===== src/rtl/linreg_seq_if.sv =====
// Handshake and coefficient bus for linreg_seq_unit: x in, y = w*x + b out.
interface linreg_seq_if #(
  parameter int unsigned WIDTH = 16
);
  logic                 coef_we;
  logic [WIDTH-1:0]     coef_w;
  logic [WIDTH-1:0]     coef_b;
  logic                 in_valid;
  logic                 in_ready;
  logic [WIDTH-1:0]     x;
  logic                 out_valid;
  logic                 out_ready;
  logic [2*WIDTH-1:0]   y;

  modport master (
    output coef_we, coef_w, coef_b, in_valid, x, out_ready,
    input  in_ready, out_valid, y
  );

  modport slave (
    input  coef_we, coef_w, coef_b, in_valid, x, out_ready,
    output in_ready, out_valid, y
  );
endinterface


===== src/rtl/linreg_seq_unit.sv =====
// Sequential linear regression unit: y = w*x + b via WIDTH-cycle shift-add multiply.
// Define LINREG_SIGNED_EN for two's complement operands (default: unsigned).
module linreg_seq_unit #(
  parameter int unsigned      WIDTH  = 16,
  parameter logic [WIDTH-1:0] W_INIT = WIDTH'(10000),
  parameter logic [WIDTH-1:0] B_INIT = WIDTH'(10000)
) (
  input  logic         clk,
  input  logic         rst,
  linreg_seq_if.slave  bus
);

  localparam int unsigned ACC_W = 2 * WIDTH;
  localparam int unsigned CNT_W = (WIDTH > 1) ? $clog2(WIDTH) : 1;

  typedef enum logic [1:0] {
    IDLE = 2'd0,
    MUL  = 2'd1,
    ADD  = 2'd2,
    DONE = 2'd3
  } state_t;

  state_t             state;
  logic [WIDTH-1:0]   w_q;
  logic [WIDTH-1:0]   b_q;
  logic [WIDTH-1:0]   x_sr;
  logic [WIDTH-1:0]   w_mag;
  logic               neg_q;
  logic [ACC_W-1:0]   acc;
  logic [CNT_W-1:0]   cnt;
  logic [ACC_W-1:0]   y_q;
  logic               in_ready_q;
  logic               out_valid_q;

  logic [WIDTH-1:0]   w_eff_c;
  logic [WIDTH-1:0]   x_mag_c;
  logic [WIDTH-1:0]   w_mag_c;
  logic               neg_c;
  logic [ACC_W-1:0]   b_ext_c;
  logic [ACC_W-1:0]   prod_c;

  // Operand conditioning; a coincident coefficient write feeds the new slope straight in.
  always_comb begin
    w_eff_c = bus.coef_we ? bus.coef_w : w_q;
`ifdef LINREG_SIGNED_EN
    x_mag_c = bus.x[WIDTH-1]   ? WIDTH'(~bus.x + 1'b1)   : bus.x;
    w_mag_c = w_eff_c[WIDTH-1] ? WIDTH'(~w_eff_c + 1'b1) : w_eff_c;
    neg_c   = bus.x[WIDTH-1] ^ w_eff_c[WIDTH-1];
    b_ext_c = {{WIDTH{b_q[WIDTH-1]}}, b_q};
    prod_c  = neg_q ? ACC_W'(~acc + 1'b1) : acc;
`else
    x_mag_c = bus.x;
    w_mag_c = w_eff_c;
    neg_c   = 1'b0;
    b_ext_c = {{WIDTH{1'b0}}, b_q};
    prod_c  = acc;
`endif
  end

  // Control FSM and datapath
  always_ff @(posedge clk) begin
    if (rst) begin
      state       <= IDLE;
      w_q         <= W_INIT;
      b_q         <= B_INIT;
      x_sr        <= '0;
      w_mag       <= '0;
      neg_q       <= 1'b0;
      acc         <= '0;
      cnt         <= '0;
      y_q         <= '0;
      in_ready_q  <= 1'b1;
      out_valid_q <= 1'b0;
    end else begin
      case (state)
        IDLE: begin
          if (bus.coef_we) begin
            w_q <= bus.coef_w;
            b_q <= bus.coef_b;
          end
          if (bus.in_valid) begin
            x_sr       <= x_mag_c;
            w_mag      <= w_mag_c;
            neg_q      <= neg_c;
            acc        <= '0;
            cnt        <= '0;
            in_ready_q <= 1'b0;
            state      <= MUL;
          end
        end
        MUL: begin
          // One partial product per cycle, always WIDTH cycles regardless of x.
          if (x_sr[0]) begin
            acc <= acc + (ACC_W'(w_mag) << cnt);
          end
          x_sr <= x_sr >> 1;
          cnt  <= cnt + 1'b1;
          if (cnt == CNT_W'(WIDTH - 1)) begin
            state <= ADD;
          end
        end
        ADD: begin
          y_q   <= prod_c + b_ext_c;
          state <= DONE;
        end
        DONE: begin
          if (!out_valid_q) begin
            out_valid_q <= 1'b1;
          end else if (bus.out_ready) begin
            out_valid_q <= 1'b0;
            in_ready_q  <= 1'b1;
            state       <= IDLE;
          end
        end
        default: begin
          state <= IDLE;
        end
      endcase
    end
  end

  assign bus.in_ready  = in_ready_q;
  assign bus.out_valid = out_valid_q;
  assign bus.y         = y_q;

endmodule


===== src/flat_wrapper.sv =====
// flat-port wrapper written by rule: the top's interface ports become plain ports
module linreg_seq_unit_flat 
#(
  parameter int unsigned      WIDTH  = 16,
  parameter logic [WIDTH-1:0] W_INIT = WIDTH'(10000),
  parameter logic [WIDTH-1:0] B_INIT = WIDTH'(10000)
)
  (clk, rst, bus_coef_we, bus_coef_w, bus_coef_b, bus_in_valid, bus_x, bus_out_ready, bus_in_ready, bus_out_valid, bus_y);
  linreg_seq_if #(.WIDTH(WIDTH)) bus_i ();
  input  logic clk;
  input  logic rst;
  input wire logic [$bits(bus_i.coef_we)-1:0] bus_coef_we;
  input wire logic [$bits(bus_i.coef_w)-1:0] bus_coef_w;
  input wire logic [$bits(bus_i.coef_b)-1:0] bus_coef_b;
  input wire logic [$bits(bus_i.in_valid)-1:0] bus_in_valid;
  input wire logic [$bits(bus_i.x)-1:0] bus_x;
  input wire logic [$bits(bus_i.out_ready)-1:0] bus_out_ready;
  output wire logic [$bits(bus_i.in_ready)-1:0] bus_in_ready;
  output wire logic [$bits(bus_i.out_valid)-1:0] bus_out_valid;
  output wire logic [$bits(bus_i.y)-1:0] bus_y;
  assign bus_i.coef_we = bus_coef_we;
  assign bus_i.coef_w = bus_coef_w;
  assign bus_i.coef_b = bus_coef_b;
  assign bus_i.in_valid = bus_in_valid;
  assign bus_i.x = bus_x;
  assign bus_i.out_ready = bus_out_ready;
  assign bus_in_ready = bus_i.in_ready;
  assign bus_out_valid = bus_i.out_valid;
  assign bus_y = bus_i.y;
  linreg_seq_unit #(.WIDTH(WIDTH), .W_INIT(W_INIT), .B_INIT(B_INIT)) u_core (.clk(clk), .rst(rst), .bus(bus_i));
endmodule

===== config.mk =====
export PLATFORM = sky130hd
export DESIGN_NAME = linreg_seq_unit_flat
export DESIGN_NICKNAME = d
export VERILOG_FILES = /design/src/rtl/linreg_seq_if.sv /design/src/rtl/linreg_seq_unit.sv /design/src/flat_wrapper.sv
export SDC_FILE = /design/constraint.sdc
export NUM_CORES = 1
export LEC_CHECK = 0
export ABC_AREA = 1
export ABC_CLOCK_PERIOD_IN_PS = 2800
export CORE_AREA = 2 2 132 134
export DETAILED_ROUTE_END_ITERATION = 7
export DIE_AREA = 0 0 134 136
export DONT_BUFFER_PORTS = 1
export PLACE_DENSITY = 0.73
export SLEW_MARGIN = 20
export SYNTH_ARGS = -nofsm -noshare
export SYNTH_HDL_FRONTEND = slang
export SYNTH_SLANG_ARGS = --single-unit

===== constraint.sdc =====
create_clock -name clk -period 2.8 [get_ports clk]
set_input_delay 0.28 -clock clk [delete_from_list [all_inputs] [get_ports clk]]
set_output_delay 0.28 -clock clk [all_outputs]
set_load 0.01 [all_outputs]

==> summary.txt <==
Run status
  – Status: complete, but fails checks
  – Violated checks: hold timing

Worst setup path
  – Crit path kind: reg -> reg
  – FF-to-FF End: u_core.acc[8]
  – Worst-path cell with the longest stage delay: ha_1
  – Req. time, crit path: 3120 ps
  – Cell-by-cell trace of the critical path: buf_4 -> nand2_1 -> nand2_1 -> inv_2 -> nand2_1 -> o21ai_2 -> nor2_1 -> a31oi_2 -> nor2_1 -> ha_1 -> nand2_1 -> nand2_1 -> nand2_1 -> nand2_1 -> inv_1 -> nand2_2 -> buf_4 -> or2_2 -> nand3_1 -> a21oi_1
  – Startpoint type of the worst setup path: register
  – Largest stage delay, worst path: roughly 380 ps
  – Reg-to-reg startpoint: u_core.cnt[0]
  – WP data arrival: between 3000 and 4000 ps
  – Worst path most repeated cell: nand2_1
  – Reg2Reg Setup Slack: 50 ps
  – Worst r2r path cells: 20
  – Max FO, Critical Path: 7
  – CP endpoint kind: register

Clock tree
  – CTS buffer count: 17
  – Root Driver: clkbuf_16
  – CTS tree: done
  – Clock buffer depth: 2
  – Clk sink count: between 100 and 150
  – Clk Latency, worst-skew pair: 440 ps
  – Clk slew on worst S/H paths: 70 ps
  – Clock H-tree levels: 4

GRT
  – Grt ovf: 0
  – Vias in the first global route: 9514
  – Antenna violations before repair: 0
  – Tot GR Track Use: 0.321
  – First-pass GRT wire length: 46.7 mm
  – Largest net degree at the start of global routing: 54

Route
  – Final ANT Viol Nets: 0
  – DRC Markers: 0
  – Vias: roughly 11000
  – WL/cell: 15.2 µm
  – Vias per inst: 5.42
  – Routed wire length: about 30 mm
  – 1st-pass router iterations: 5
  – Detailed Route Iter0 Violations: 791

Power and ir drop
  – Worst vdd ir: 0.000605 V
  – Clk pwr share: 0.279
  – Power consumption: 0.00848 W
  – Logic pwr share: 0.391
  – Switching power: 0.00350 W
  – Int Power: 0.00497 W
  – Sequential power share: 0.330
  – LEAKAGE: 5.88 nW
  – Sw frac: 0.413
  – Areal power density over the cells: 720 nW/µm²

STA
  – FMAX: 0.364 GHz
  – Final Skew: 13.4 ps
  – Hold_ws: -3.61 ps
  – Final setup vio count: 0
  – Crit path time final: around 2700 ps
  – Final Max Tran Viols: 0
  – Final hold vios: 2
  – RSZ-0062 raised after global routing: yes
  – Slew @ Worst Pin: 868 ps
  – Final period util: 0.981
  – Slew HR: 0.421

Layout
  – Post-route cell area: 11800 µm²
  – # fillers: between 1500 and 2000
  – Ant. Diodes: 0
  – Fin nets: 1831
  – P&R area growth vs syn: 19.4%
  – Share of cells above drive strength 1: 0.138

Floorplanning
  – Die height: roughly 140 µm
  – Die ar.: between 15000 and 20000 µm²
  – Core area: about 17000 µm²
  – FP Rows: 48
  – # IOs: 87
  – Die width: 134 µm
  – Initial core utilization: 0.584

Place
  – DP Area: 10200 µm²
  – HPWL after DPL: 21.2 mm
  – Port Buf Inserts: 0
  – Routability Congestion: 0.970

Logic synthesis
  – Sequential-to-total area share from yosys stat: 0.276
  – Mapped Nets: 1772
  – Seq cells post-synth: between 100 and 150
  – Post-synth cell types: 42
  – Mapped Cells: 1664
  – Mean post-synth cell area: 5.93 µm²
  – Yosys Warn Count: 0
  – Top-area cell type share of the netlist area: 0.276
  – Top cells by area, synth: dfxtp_1, nand2_1, inv_1
  – Synthesized area: a little under 10000 µm²
  – Area leader, netlist: dfxtp_1

Min path
  – Hold Path Class: in -> reg
  – Hold endpoint: u_core.x_sr[6]
  – Min-delay src: bus_x[6]
  – Hold depth: 2

Run
  – Max Cap Violations: 0
-- sequential cells by signal (all words and copies together) (netlist names) --
name and flops:
u_core.b_q 16, u_core.acc 32, u_core.state 2, u_core.w_mag 16, u_core.w_q 16, u_core.bus.out_valid 1, u_core.x_sr 16, u_core.cnt 4
u_core.bus.y 32, u_core.bus.in_ready 1
-- worst max-delay path by stage --
stage	startpoint	endpoint	depth (start not counted)
after floorplan	u_core.cnt[0]	u_core.acc[13]	19
after CTS	u_core.cnt[0]	u_core.acc[14]	19
after detailed placement	u_core.cnt[0]	u_core.acc[22]	18
after global placement	u_core.cnt[0]	u_core.acc[24]	18
final	u_core.cnt[0]	u_core.acc[8]	20
after global routing	u_core.cnt[0]	u_core.acc[13]	19
-- routing by layer --
| layer | vias up | global-route usage | wire (µm) |
|---|---|---|---|
| met1 | 4816 | 0.418 | 13100 |
| li1 | 5398 | - | - |
| met5 | - | 0 | 0 |
| met3 | 66 | 0.0485 | 1620 |
| met2 | 346 | 0.536 | 14100 |
| met4 | 0 | 0.122 | 921 |
-- stage by stage --
step / worst slack, ps / std cells / setup TNS, ps / hold slack [ps] / util
CTS: 0.121 / 1940 / 0 / 0.217 / 0.662
floorplan: 318 / 1664 / 0 / 393 / -
global route: -101 / 1961 / -1070 / 7.18 / 0.698
global placement: -47.8 / 1875 / -151 / 362 / 0.605
finish: 51.9 / 1961 / 0 / -3.61 / 0.698
detailed placement: -80.2 / 1875 / -385 / 363 / 0.605
-- worst max-delay path, delay by kind of cell, from the launching register on --
kind,cells,cell delay (ps)
and+or+nand+nor,12,1090
adders and majority gates,1,380
buffers and inverters,4,450
AOI/OAI and AO/OA,3,340
DFF,1,370
-- power groups by stage --
stage          combinational (W)  sequential, W  clock, W
2_1_floorplan            0.00221        0.00271         0
3_3_place_gp             0.00274        0.00281         0
3_5_place_dp             0.00279        0.00282         0
4_1_cts                  0.00289        0.00278   0.00237
5_1_grt                  0.00372        0.00284   0.00247
6_report                 0.00331        0.00280   0.00237
-- final cells by class --
class                      count  area (µm²)  share of cell area
multi-input combinational   1240        6440               0.547
sequential                   136        2730               0.232
inverter                     231         882              0.0749
timing repair buffer          97         832              0.0706
clock buffer                  17         425              0.0361
tap                          225         282              0.0239
clock inverter                15         185              0.0157
-- timing repair --
action | in CTS | in global routing
resized for setup | 10 | 147
endpoints found under the setup margin | 15 | 26
buffers inserted | 0 | 21
pin swaps | 0 | 29
hold buffers | 33 | 0
hold endpoints to repair | 63 | 0
-- Yosys cell counts --
master / number
nand3_1: 105
o21ai_2: 1
nor3_1: 9
nor3_2: 1
xnor2_1: 2
nand3_2: 7
o21ai_1: 15
nor2_1: 195
nor2_2: 5
a21o_2: 1
inv_1: 223
buf_1: 3
mux2i_1: 1
o21ai_0: 126
fa_1: 2
o22ai_1: 1
nand2_1: 531
a21oi_1: 95
dfxtp_1: 136
a211oi_1: 2
nand3b_2: 1
and2_1: 2
o211ai_1: 11
clkbuf_8: 1
a31oi_1: 23
nand3b_1: 5
buf_4: 2
inv_2: 7
ha_1: 53
nor3_4: 2
nor4_2: 1
xor2_1: 12
or2_2: 7
nand4_1: 5
a21o_1: 3
buf_2: 10
o21bai_1: 1
clkinv_1: 1
clkbuf_1: 39
nand2_2: 13
buf_6: 2
a21oi_4: 2
-- placed cells by master (no fill, tap or decap), types with 9 or more instances in the layout --
cell           synthesis  layout
nand2_1              531     504
inv_1                223     219
nor2_1               195     184
dfxtp_1              136     134
nand3_1              105     104
o21ai_0              126      91
a21oi_1               95      83
buf_4                  2      61
ha_1                  53      42
nand2_2               13      37
dlygate4sd3_1          0      32
o21ai_1               15      29
a31oi_1               23      21
o21ai_2                1      20
clkbuf_16              0      17
a21oi_2                0      12
xor2_1                12      12
o211ai_1              11      11
nor2_2                 5       9
-- logic make-up after synthesis --
kind of cell    synth area share
buf+inv                    0.114
compound gates             0.153
flops                      0.276
xor+xnor                  0.0124
fa+ha+maj                 0.0713
mux                      0.00101
simple gates               0.372
Note: power is estimated with default switching activity, not from simulation.
